==> src/rtl/fetch_s_if.sv <==
// Fetch-unit bus: ROM read port, execute redirect and the decode valid/ready handshake.
// FETCH_MISALIGN_EN adds the sticky misalign_err flag.
interface fetch_s_if #(
    parameter int ADDR_W = 10
);
    logic [ADDR_W-1:0] rom_addr;
    logic [31:0]       rom_instr;
    logic              redirect_valid;
    logic [31:0]       redirect_pc;
    logic              if_valid;
    logic [31:0]       if_pc;
    logic [31:0]       if_instr;
    logic              id_ready;
`ifdef FETCH_MISALIGN_EN
    logic              misalign_err;

    modport master (
        output rom_addr,
        input  rom_instr,
        input  redirect_valid,
        input  redirect_pc,
        output if_valid,
        output if_pc,
        output if_instr,
        input  id_ready,
        output misalign_err
    );

    modport slave (
        input  rom_addr,
        output rom_instr,
        output redirect_valid,
        output redirect_pc,
        input  if_valid,
        input  if_pc,
        input  if_instr,
        output id_ready,
        input  misalign_err
    );
`else
    modport master (
        output rom_addr,
        input  rom_instr,
        input  redirect_valid,
        input  redirect_pc,
        output if_valid,
        output if_pc,
        output if_instr,
        input  id_ready
    );

    modport slave (
        input  rom_addr,
        output rom_instr,
        output redirect_valid,
        output redirect_pc,
        input  if_valid,
        input  if_pc,
        input  if_instr,
        output id_ready
    );
`endif
endinterface

==> src/rtl/fetch_s.sv <==
// Instruction fetch unit: drives a 1-cycle-latency ROM from pc_req, buffers {pc, instr} in a 2-entry FIFO.
// Optional FETCH_MISALIGN_EN: misaligned redirect raises sticky misalign_err and halts issue.
module fetch_s #(
    parameter logic [31:0] RESET_PC = 32'h0000_0000,
    parameter int          ADDR_W   = 10
) (
    input  logic      clk,
    input  logic      rst,
    fetch_s_if.master bus
);
    localparam logic [31:0] NOP = 32'h0000_0013;

    logic [31:0]       pc_req;
    logic              resp_valid;
    logic [31:0]       resp_pc;
    logic [ADDR_W-1:0] last_addr;

    logic [1:0]        count;
    logic              head_vld;
    logic [31:0]       head_pc;
    logic [31:0]       head_instr;
    logic [31:0]       tail_pc;
    logic [31:0]       tail_instr;

    logic [1:0]        n_count;
    logic [31:0]       n_head_pc;
    logic [31:0]       n_head_instr;
    logic [31:0]       n_tail_pc;
    logic [31:0]       n_tail_instr;
    logic [1:0]        cnt;
    logic              pop;
    logic              issue;
    logic              halted;
    logic              misaligned;
    logic [31:0]       tgt_pc;

    assign tgt_pc = {bus.redirect_pc[31:2], 2'b00};

`ifdef FETCH_MISALIGN_EN
    logic misalign_err;
    assign misaligned       = bus.redirect_valid && (bus.redirect_pc[1:0] != 2'b00);
    assign bus.misalign_err = misalign_err;
`else
    logic unused_lsb;
    assign unused_lsb = ^bus.redirect_pc[1:0];
    assign misaligned = 1'b0;
    assign halted     = 1'b0;
`endif

    // Queue bookkeeping: a redirect flushes everything and drops the in-flight response.
    always_comb begin
        pop          = head_vld && bus.id_ready && !bus.redirect_valid;
        n_count      = count;
        n_head_pc    = head_pc;
        n_head_instr = head_instr;
        n_tail_pc    = tail_pc;
        n_tail_instr = tail_instr;
        cnt          = count;
        if (bus.redirect_valid) begin
            n_count = 2'd0;
        end else begin
            if (pop) begin
                n_head_pc    = tail_pc;
                n_head_instr = tail_instr;
                cnt          = count - 2'd1;
            end
            if (resp_valid) begin
                if (cnt == 2'd0) begin
                    n_head_pc    = resp_pc;
                    n_head_instr = bus.rom_instr;
                end else begin
                    n_tail_pc    = resp_pc;
                    n_tail_instr = bus.rom_instr;
                end
                cnt = cnt + 2'd1;
            end
            n_count = cnt;
        end
    end

    // Issue only while the queue can still absorb the response that lands next cycle.
    always_comb begin
        issue = !bus.redirect_valid && !halted && (n_count <= 2'd1);
        if (rst) begin
            bus.rom_addr = RESET_PC[ADDR_W+1:2];
        end else if (bus.redirect_valid) begin
            bus.rom_addr = bus.redirect_pc[ADDR_W+1:2];
        end else if (issue) begin
            bus.rom_addr = pc_req[ADDR_W+1:2];
        end else begin
            bus.rom_addr = last_addr;
        end
    end

    always_ff @(posedge clk) begin
        if (rst) begin
            pc_req     <= RESET_PC;
            resp_valid <= 1'b0;
            last_addr  <= RESET_PC[ADDR_W+1:2];
            count      <= 2'd0;
            head_vld   <= 1'b0;
        end else begin
            count    <= n_count;
            head_vld <= (n_count != 2'd0);
            if (bus.redirect_valid && !halted) begin
                if (misaligned) begin
                    resp_valid <= 1'b0;
                end else begin
                    resp_valid <= 1'b1;
                    pc_req     <= tgt_pc + 32'd4;
                    last_addr  <= bus.redirect_pc[ADDR_W+1:2];
                end
            end else if (issue) begin
                resp_valid <= 1'b1;
                pc_req     <= pc_req + 32'd4;
                last_addr  <= pc_req[ADDR_W+1:2];
            end else begin
                resp_valid <= 1'b0;
            end
        end
    end

`ifdef FETCH_MISALIGN_EN
    always_ff @(posedge clk) begin
        if (rst) begin
            halted       <= 1'b0;
            misalign_err <= 1'b0;
        end else if (misaligned) begin
            halted       <= 1'b1;
            misalign_err <= 1'b1;
        end
    end
`endif

    // Head entry is visible on the outputs, so it carries a defined reset value.
    always_ff @(posedge clk) begin
        if (rst) begin
            head_pc    <= 32'd0;
            head_instr <= NOP;
        end else begin
            head_pc    <= n_head_pc;
            head_instr <= n_head_instr;
        end
    end

    always_ff @(posedge clk) begin
        tail_pc    <= n_tail_pc;
        tail_instr <= n_tail_instr;
        if (bus.redirect_valid) begin
            resp_pc <= tgt_pc;
        end else if (issue) begin
            resp_pc <= pc_req;
        end
    end

    assign bus.if_valid = head_vld;
    assign bus.if_pc    = head_pc;
    assign bus.if_instr = head_instr;
endmodule
==> src/flat_wrapper.sv <==
// flat-port wrapper written by rule: the top's interface ports become plain ports
module fetch_s_flat 
#(
    parameter logic [31:0] RESET_PC = 32'h0000_0000,
    parameter int          ADDR_W   = 10
)
  (clk, rst, bus_rom_addr, bus_rom_instr, bus_redirect_valid, bus_redirect_pc, bus_if_valid, bus_if_pc, bus_if_instr, bus_id_ready);
  fetch_s_if #(.ADDR_W(ADDR_W)) bus_i ();
  input  logic clk;
  input  logic rst;
  output wire logic [$bits(bus_i.rom_addr)-1:0] bus_rom_addr;
  input wire logic [$bits(bus_i.rom_instr)-1:0] bus_rom_instr;
  input wire logic [$bits(bus_i.redirect_valid)-1:0] bus_redirect_valid;
  input wire logic [$bits(bus_i.redirect_pc)-1:0] bus_redirect_pc;
  output wire logic [$bits(bus_i.if_valid)-1:0] bus_if_valid;
  output wire logic [$bits(bus_i.if_pc)-1:0] bus_if_pc;
  output wire logic [$bits(bus_i.if_instr)-1:0] bus_if_instr;
  input wire logic [$bits(bus_i.id_ready)-1:0] bus_id_ready;
  assign bus_rom_addr = bus_i.rom_addr;
  assign bus_i.rom_instr = bus_rom_instr;
  assign bus_i.redirect_valid = bus_redirect_valid;
  assign bus_i.redirect_pc = bus_redirect_pc;
  assign bus_if_valid = bus_i.if_valid;
  assign bus_if_pc = bus_i.if_pc;
  assign bus_if_instr = bus_i.if_instr;
  assign bus_i.id_ready = bus_id_ready;
  fetch_s #(.RESET_PC(RESET_PC), .ADDR_W(ADDR_W)) u_core (.clk(clk), .rst(rst), .bus(bus_i));
endmodule
==> config.mk <==
export PLATFORM = sky130hd
export DESIGN_NAME = fetch_s_flat
export DESIGN_NICKNAME = d
export VERILOG_FILES = /design/src/rtl/fetch_s_if.sv /design/src/rtl/fetch_s.sv /design/src/flat_wrapper.sv
export SDC_FILE = /design/constraint.sdc
export NUM_CORES = 1
export LEC_CHECK = 0
export ABC_AREA = 1
export BUFFER_PORTS_ARGS = -buffer_cell sky130_fd_sc_hd__buf_2
export CAP_MARGIN = 10
export CORE_UTILIZATION = 57
export DETAILED_ROUTE_END_ITERATION = 10
export GPL_TIMING_DRIVEN = 1
export PLACE_DENSITY = 0.8
export SLEW_MARGIN = 20
export SYNTH_ARGS = -nofsm -noshare
export SYNTH_HDL_FRONTEND = slang
export SYNTH_SLANG_ARGS = --single-unit
export TNS_END_PERCENT = 30
==> constraint.sdc <==
create_clock -name clk -period 7.6 [get_ports clk]
set_input_delay 0.76 -clock clk [delete_from_list [all_inputs] [get_ports clk]]
set_output_delay 0.76 -clock clk [all_outputs]
set_load 0.01 [all_outputs]
==> results of run 1 <==
## layout by cell type (no fill, tap or decap), types with 4 or more instances in the layout
| cell | count |
|---|---|
| o21ai_2 | 6 |
| xnor2_1 | 6 |
| nand3b_1 | 8 |
| clkbuf_1 | 4 |
| a21oi_1 | 35 |
| nor2_4 | 8 |
| nand2_4 | 4 |
| nor2_2 | 10 |
| o21ai_0 | 49 |
| xor2_1 | 7 |
| inv_2 | 4 |
| o32ai_1 | 30 |
| nor2_1 | 109 |
| clkbuf_16 | 19 |
| buf_4 | 10 |
| buf_2 | 140 |
| nand2_2 | 25 |
| nand3_1 | 31 |
| and2_1 | 4 |
| o211ai_1 | 5 |
| inv_1 | 73 |
| nand2_1 | 286 |
| a32o_1 | 26 |
| dfxtp_1 | 108 |
| edfxtp_1 | 92 |
| bufinv_16 | 4 |
## layer usage
| layer | wire (um) | part of all wire | vias to the layer above |
|---|---|---|---|
| met3 | 1380 | 0.068 | 22 |
| met1 | 9000 | 0.44 | 3369 |
| li1 | - | - | 3564 |
| met4 | 340 | 0.017 | 0 |
| met5 | 0 | 0 | - |
| met2 | 9580 | 0.47 | 257 |
## metrics by stage
step,power (uW),util
after floorplan,1530,-
after global placement,1640,0.632
after detailed placement,1650,0.632
after CTS,2620,0.675
after global routing,2720,0.675
final,2610,0.675
## state kept, by name, indices dropped and copies added, names as in the netlist
signal,count
u_core.bus.if_instr,32
u_core.bus.if_pc,32
u_core.tail_instr,32
u_core.pc_req,30
u_core.resp_pc,30
u_core.tail_pc,30
u_core.last_addr,10
u_core.count,2
u_core.bus.if_valid,1
u_core.resp_valid,1
## path summary, 6_finish.rpt
check / startpoint / end / slack, ns / cells after the start
hold / removal: u_core.bus.if_pc[1] / u_core.bus.if_pc[1] / 0.43 / 2
setup / recovery: bus_redirect_valid / bus_rom_addr[0] / 3.08 / 13
hold reg to reg: u_core.bus.if_pc[1] / u_core.bus.if_pc[1] / 0.43 / 2
setup reg to reg: u_core.bus.if_valid / u_core.pc_req[16] / 4.11 / 12
## cells in the mapped netlist (all sizes together), types with 2 or more instances
cell type and number:
o22ai 2, nor2 128, or2 3, dfxtp 108
o21ai 57, edfxtp 92, o211ai 5, clkinv 2
and2 4, nand2 315, a32o 26, xnor2 6
xor2 7, a21oi 36, ha 2, nand3 32
buf 25, nand3b 8, o21bai 2, inv 77
clkbuf 27, nor3 2, o32ai 30
## worst reg2reg max path, delay by kind of cell, from the launching register on
family	cells	cell delay, ns
DFF	1	0.33
AOI/OAI and AO/OA	1	0.10
buffers and inverters	2	0.68
and+or+nand+nor	8	2.06
adders and majority gates	1	0.27
## cell families after synthesis
logic type,after synthesis,synth area share
AO/OA/AOI/OAI,159,0.122
XOR/XNOR,13,0.0129
flip-flops,200,0.557
adder cells (fa/ha/maj),2,0.00283
AND/OR/NAND/NOR,492,0.240
buffers and inverters,131,0.0643
multiplexers,1,0.00113
## final cells by class
| class | instances | area (um^2) |
|---|---|---|
| fillers | 1215 | 4940 |
| flip-flops and latches | 200 | 4920 |
| multi-input cells | 667 | 3380 |
| repair buffers | 150 | 776 |
| clock buffers | 23 | 490 |
| inverters | 79 | 297 |
| well taps | 188 | 235 |
| clock inverters | 9 | 160 |
## report_power, final
group / switching (uW) / internal [uW]
clock: 390 / 593
sequential: 40.6 / 1220
combinational: 240 / 127
==> results.json, run 1 <==
{
  "status": "finished clean",
  "clk_pin_slew_ns": 0.07,
  "whs_ns": 0.428,
  "vias": 7212,
  "place_inst": 1284,
  "cts_tree": "yes",
  "start_util": 0.582,
  "dp_hpwl_um": 13300,
  "n_antenna_cell": 0,
  "grt_usage": 0.265,
  "synth_edf_count": 92,
  "htreeDepth": 4,
  "synth_top_flop_cell": "dfxtp_1",
  "grt_pass1_wl_um": 33300,
  "period_needed_ns": 4.52,
  "die_h_um": 127,
  "cts_buffers": 17,
  "cpMostUsedCell": "nand2_1",
  "grt_util_met3": 0.0464,
  "synthesis.area_um2": 8850,
  "cp-end-kind": "primary output",
  "cpPeakStageDelay_ns": 0.58,
  "cp-start-kind": "input port",
  "setup_viol_count_final": 0,
  "syn2layout_area_growth_pct": 16.0,
  "synth_area_leaders": "edfxtp_1, dfxtp_1, nand2_1",
  "wire_per_inst_um": 15.4,
  "async_flop_share": 0,
  "synth_top_area_frac": 0.312,
  "stdcell_count": 1316,
  "dieWidth_um": 127,
  "drive_above_1_share": 0.215,
  "antenna_found_initial": 0,
  "port_buffers": 140,
  "busiest_layer": "met2",
  "finalClockSkew_ns": 0.00892,
  "tns_ns": 0,
  "use_met1": 0.359,
  "grt_max_degree": 71,
  "ys_seq_area_frac": 0.557,
  "synthCells": 998,
  "crit_chain": "buf_2, buf_4, nor2_4, nand2_1, and2_1, ha_1, or2_2, nand2_1, nor2_2, buf_4, nand2_1, o31ai_1, buf_2",
  "tightest_slew_ns": 0.710,
  "cts_num_sinks": 200,
  "crit_required_ns": 6.84,
  "synth-seq-cells": 200,
  "maxSlewHeadroom": 0.526,
  "max_freq_ghz": 0.221,
  "cts_setup_buffers": 0,
  "grt_pass1_vias": 6735,
  "met2_usage": 0.429,
  "drc": 0,
  "drv_cap": 0,
  "vdd_ir_drop_max_mv": 0.159,
  "clock_latency_ns": 0.44,
  "critPathTopFamily": "simple AND/OR/NAND/NOR gates",
  "critPathKind": "input port to primary output",
  "synth_top_cell_by_area": "edfxtp_1",
  "finalInstanceArea_um2": 10300,
  "maxSlewViolCount": 0,
  "gp_congestion": 0.940,
  "powerDensity_nw_per_um2": 255,
  "hold_path.class": "flop to flop",
  "gr-total-overflow": 0,
  "crit_path_top_delay_cell": "nor2_4",
  "drt_first_pass_iters": 5,
  "final-hold-violation-count": 0,
  "dp_slack_ns": 3.08,
  "post_synth.cell_area_avg_um2": 8.86,
  "synth_nets": 1068,
  "vias_per_cell": 5.48,
  "period_share": 0.595,
  "fin_ws_ns": 3.08,
  "drtIter0Drc": 701,
  "cts_hold_buf": 0,
  "ant_nets": 0,
  "rsz0062_at_grt": "no",
  "wl_um": 20300,
  "cts-resized-gates": 0,
  "yosysWarnings": 0,
  "p_leak_uw": 0.00442,
  "ios": 143,
  "critPathMaxFanout": 39,
  "dieArea_um2": 16000,
  "synth_cell_types": 38,
  "critPathBufInv": 4,
  "cts.path.max_buffers": 2,
  "root_buffer": "clkbuf_16",
  "worstPathArrival_ns": 3.76,
  "placed_area_um2": 9610,
  "rows": 45,
  "coreArea_um2": 15200,
  "finalNetCount": 1185
}
No activity file was read; power rests on OpenSTA's default activity.
==> run 2: changes to the inputs <==
- ABC_AREA: 1 -> 0
- CORE_UTILIZATION: 57 -> 56
- clock period: 7.6 -> 4.2 ns (I/O delays scaled with it)
==> run 2 against run 1 <==
Critical path depth down 5. Die area down 5.5%. Flip-flop and latch count unchanged. Clock skew up 0.00088 ns. Clock power up 61%. Non-clock buffer count unchanged. Sequential power up 84%. Power up 72%. Critical path type is now flop to primary output. Largest power group unchanged.
==> results.json, run 2 <==
{
  "status": "finished clean",
  "critPathMaxFanout": 10,
  "fillCellCount": 1023,
  "synthCells": 715,
  "dp_hpwl_um": 13100,
  "gp_congestion": 0.837,
  "worstPathArrival_ns": 2.89,
  "tns_ns": 0,
  "cts_tree": "yes",
  "cts_num_sinks": 200,
  "antenna_found_initial": 0,
  "cts-resized-gates": 0,
  "post_synth.cell_area_avg_um2": 11.5,
  "rows": 43,
  "tightest_slew_ns": 0.964,
  "cp-end-kind": "primary output",
  "hold_path.class": "input port to flop",
  "n_antenna_cell": 0,
  "dieWidth_um": 123,
  "period_share": 0.789,
  "critPathKind": "flop to primary output",
  "vias_per_cell": 6.10,
  "dieArea_um2": 15100,
  "yosysMostFrequentCell": "dfxtp_1",
  "fin_ws_ns": 0.886,
  "grt_usage": 0.266,
  "root_buffer": "clkbuf_16",
  "grt_pass1_wl_um": 30200,
  "maxSlewHeadroom": 0.357,
  "die_h_um": 123,
  "placed_area_um2": 9030,
  "dp_slack_ns": 0.598,
  "wl_um": 19600,
  "period_needed_ns": 3.31,
  "crit_chain": "and4bb_1, xnor2_1, ha_1, nor2b_1, or2_2, mux2i_1, a211oi_1, buf_2",
  "max_freq_ghz": 0.302,
  "layout_commonest_cell": "buf_2",
  "port_buffers": 140,
  "drc": 0,
  "rsz0062_at_grt": "no",
  "syn2layout_area_growth_pct": 17.2,
  "htreeDepth": 4,
  "yosysWarnings": 0,
  "gr-total-overflow": 0,
  "clk_pin_slew_ns": 0.07,
  "grt_pass1_vias": 5998,
  "finalClockSkew_ns": 0.00980,
  "total_power_uw": 4490,
  "cpPeakStageDelay_ns": 0.38,
  "vdd_ir_drop_max_mv": 0.319,
  "drv_cap": 0,
  "drtIter0Drc": 583,
  "start_util": 0.582,
  "whs_ns": 0.179,
  "synth_nets": 785,
  "synth_commonest_cells": "dfxtp_1, edfxtp_1, nand2_1, nor2_1, a211oi_1",
  "cts_setup_buffers": 0,
  "drive_above_1_share": 0.256,
  "finalInstanceArea_um2": 9610,
  "cts_buffers": 17,
  "coreArea_um2": 14100,
  "ys_seq_area_frac": 0.600,
  "async_flop_share": 0,
  "synth_cell_types": 59,
  "setup_viol_count_final": 0,
  "cts_hold_buf": 0,
  "crit_required_ns": 3.78,
  "p_leak_uw": 0.00386,
  "synth_top_flop_cell": "dfxtp_1",
  "synthesis.area_um2": 8200,
  "maxSlewViolCount": 0,
  "synth_top_cell_by_area": "edfxtp_1",
  "ant_nets": 0,
  "wire_per_inst_um": 19.0,
  "powerDensity_nw_per_um2": 467,
  "drt_first_pass_iters": 6,
  "synth_area_leaders": "edfxtp_1, dfxtp_1, a211oi_1",
  "grt_max_degree": 68,
  "final-hold-violation-count": 0,
  "finalNetCount": 909,
  "cts.path.max_buffers": 2,
  "synth_edf_count": 92,
  "cp-start-kind": "flop",
  "synth-seq-cells": 200,
  "clock_latency_ns": 0.44,
  "layout_common_cells": "buf_2, dfxtp_1, edfxtp_1",
  "crit_path_top_delay_cell": "or2_2",
  "vias": 6300,
  "synth_top_area_frac": 0.337,
  "ios": 143
}
run 2: cell types whose count changed in the layout (fill, tap and decap cells not counted), sizes merged, moves of 32 or more:
cell	delta
inv	-56
nand2	-248
o22ai	+32
a22oi	+33
nor2	-77
a211oi	+45
run 2: per-stage QoR:
| step | util | std cells |
|---|---|---|
| 6_report | 0.682 | 1032 |
| 5_1_grt | 0.682 | 1032 |
| 4_1_cts | 0.682 | 1032 |
| 3_5_place_dp | 0.641 | 1000 |
| 3_3_place_gp | 0.641 | 1000 |
| 2_1_floorplan | - | 715 |
run 2: worst paths after layout:
kind	slack (ns)	endpoint	cells after the start	start
hold reg to reg	0.45	u_core.tail_pc[24]	0	u_core.resp_pc[24]
setup / recovery	0.89	bus_rom_addr[0]	8	u_core.count[0]
setup reg to reg	1.33	u_core.bus.if_pc[24]	7	u_core.count[0]
hold / removal	0.18	u_core.tail_instr[11]	1	bus_rom_instr[11]
run 2: routing by layer:
metal / vias to the layer above / track usage / routed length (um)
li1: 2947 / - / -
met1: 3024 / 0.350 / 8490
met2: 303 / 0.429 / 9220
met3: 26 / 0.0650 / 1620
met4: 0 / 0.0911 / 286
met5: - / 0 / 0
run 2: cell families (layout without fill, tap and decap cells):
kind of cell / Yosys count / after routing / share of synthesized area
buffers and inverters: 63 / 200 / 0.0331
adder cells (fa/ha/maj): 2 / 2 / 0.00305
multiplexers: 40 / 40 / 0.0514
AND/OR/NAND/NOR: 197 / 197 / 0.125
flip-flops: 200 / 200 / 0.600
AO/OA/AOI/OAI: 193 / 193 / 0.166
XOR/XNOR: 20 / 20 / 0.0214
run 2: cell type report:
cell class	instances	area, um^2	share of cell area
Multi-Input combinational cell	452	3030	0.315
Clock buffer	22	497	0.0517
Clock inverter	10	78.8	0.00820
Sequential cell	200	4920	0.512
Tap cell	180	225	0.0234
Inverter	18	67.6	0.00703
Timing Repair Buffer	150	788	0.0820
run 2: critical path: cells and delay by family (launching register included):
family,cells,cell delay [ns]
xor gates and xnor gates,1,0.26
muxes,1,0.13
and+or+nand+nor,3,0.90
DFF,1,0.35
AOI/OAI and AO/OA,1,0.32
adders and majority gates,1,0.30
buffers and inverters,1,0.19
run 2: report_power, final:
| group | total, uW | leakage (uW) | switching, uW | internal, uW |
|---|---|---|---|---|
| logic | 591 | 0.00179 | 363 | 228 |
| clock network | 1580 | 0.000289 | 726 | 856 |
| registers | 2320 | 0.00178 | 96.9 | 2220 |
| total | 4490 | 0.00386 | 1190 | 3300 |
==> run 3: changes to the inputs <==
- ABC_AREA: 0 -> 1
- CORE_UTILIZATION: 56 -> 57
- clock period: 4.2 -> 3.12 ns (I/O delays scaled with it)
==> run 3 against run 2 <==
Sequential power increased by 33%. Cell area grew 7.1%. Register-to-register slack lost 0.95 ns. Sequential share of layout area fell by 3.4 points. Via count increased by 14%. Core utilization decreased by 0.47 points. Largest power group unchanged.
==> results.json, run 3 (same netlist as run 1, synthesis figures left out) <==
{
  "setup_viol_count_final": 0,
  "critPathKind": "flop to primary output",
  "r2r_slack_ns": 0.38,
  "max_freq_ghz": 0.332,
  "wl_um": 20700,
  "maxSlewViolCount": 0,
  "cp-start-kind": "flop",
  "port_buffers": 140,
  "grt_max_degree": 74,
  "coreArea_um2": 15200,
  "grt_pass1_wl_um": 33700,
  "gp_congestion": 0.898,
  "powerDensity_nw_per_um2": 611,
  "seqPwrFrac": 0.490,
  "cp-end-kind": "primary output",
  "grt_pass1_vias": 6693,
  "finalNetCount": 1192,
  "hold_path.class": "input port to flop",
  "vias": 7183,
  "vias_per_cell": 5.43,
  "cts_hold_buf": 0,
  "period_share": 0.965,
  "drc": 0,
  "drtIter0Drc": 698,
  "crit_required_ns": 2.81,
  "fin_ws_ns": 0.108,
  "tns_ns": 0,
  "fillCellCount": 1198,
  "wire_per_inst_um": 15.6,
  "cts_buffers": 17,
  "dieArea_um2": 16000,
  "clock_latency_ns": 0.44,
  "vdd_ir_drop_max_mv": 0.411,
  "clk_pin_slew_ns": 0.07,
  "layout_common_cells": "nand2_1, buf_2, nor2_1",
  "grt_usage": 0.269,
  "p_sw_frac": 0.262,
  "rsz0062_at_grt": "yes",
  "syn2layout_area_growth_pct": 16.4,
  "p_leak_uw": 0.00446,
  "die_h_um": 127,
  "cts_num_sinks": 200,
  "critPathMaxFanout": 22,
  "p_clk_frac": 0.366,
  "cts_tree": "yes",
  "dp_slack_ns": 0.175,
  "htreeDepth": 4,
  "tightest_slew_ns": 0.698,
  "cts.path.max_buffers": 2,
  "n_antenna_cell": 0,
  "antenna_found_initial": 0,
  "drv_cap": 0,
  "dp_hpwl_um": 13600,
  "placed_area_um2": 9680,
  "finalInstanceArea_um2": 10300,
  "p_sw_uw": 1650,
  "ios": 143,
  "root_buffer": "clkbuf_16",
  "gr-total-overflow": 0,
  "p_int_uw": 4650,
  "ant_nets": 0,
  "finalClockSkew_ns": 0.0122,
  "status": "finished clean",
  "whs_ns": 0.0655,
  "rows": 45,
  "start_util": 0.582,
  "worstPathArrival_ns": 2.70,
  "drt_first_pass_iters": 6,
  "layout_commonest_cell": "nand2_1",
  "dieWidth_um": 127,
  "final-hold-violation-count": 0,
  "stdcell_count": 1323,
  "drive_above_1_share": 0.219,
  "place_inst": 1291,
  "power_frac_comb": 0.145,
  "maxSlewHeadroom": 0.534,
  "period_needed_ns": 3.01
}
-- run 3: cell count changes in the layout (fill, tap and decap cells not counted), sizes merged, moves of 17 or more --
cell    delta
a211oi    -45
a21oi     +30
a22oi     -33
a32o      +22
inv       +58
mux2      -17
mux2i     -22
nand2    +248
nor2      +77
o22ai     -32
o32ai     +29
-- run 3: layer usage --
layer	part of all wire	track usage	routed length [um]	up-vias
met3	0.060	0.0582	1250	31
met1	0.45	0.356	9320	3318
met4	0.017	0.0936	348	0
met5	0	0	0	-
li1	-	-	-	3571
met2	0.47	0.440	9740	263
-- run 3: final cells by class --
cell class                 count  area [um^2]  area share
clock inverter                12          174      0.0169
timing repair buffer         157          841      0.0817
sequential                   200         4920       0.478
clock buffer                  20          437      0.0424
tap                          188          235      0.0228
multi-input combinational    667         3390       0.329
inverter                      79          298      0.0289
-- run 3: path summary, 6_finish.rpt --
kind / startpoint / end / depth (start not counted)
setup reg to reg: u_core.bus.if_valid / u_core.pc_req[16] / 12
hold reg to reg: u_core.bus.if_pc[1] / u_core.bus.if_pc[1] / 2
setup / recovery: u_core.bus.if_valid / bus_rom_addr[0] / 11
hold / removal: bus_rom_instr[5] / u_core.tail_instr[5] / 1
-- run 3: power by group through the flow --
stage	Sequential (uW)	Combinational (uW)	Clock, uW
after floorplan	3150	572	0
after global placement	3130	880	0
after detailed placement	3140	899	0
after CTS	3080	907	2320
after global routing	3100	1020	2430
final	3080	910	2300
-- run 3: stage by stage --
stage	util	power [uW]
after floorplan	-	3720
after CTS	0.677	6310
after detailed placement	0.637	4030
final	0.677	6290
after global routing	0.677	6550
after global placement	0.637	4010
-- run 3: critical path, cell delays in order, from the launching register on --
cell and delay [ns]:
dfxtp_1 0.33, nand2_1 0.10, nor2_4 0.15, nand2_1 0.10, and2_1 0.15, ha_1 0.26, or2_2 0.13, nand2_2 0.09
nor2_4 0.49, nand2_1 0.10, o31ai_1 0.15, buf_2 0.22
-- run 3: what timing repair did --
action | CTS | global route
setup buffers | 0 | 0
cloned | 0 | 0
gates resized for setup | 2 | 1
setup endpoints to repair | 10 | 5
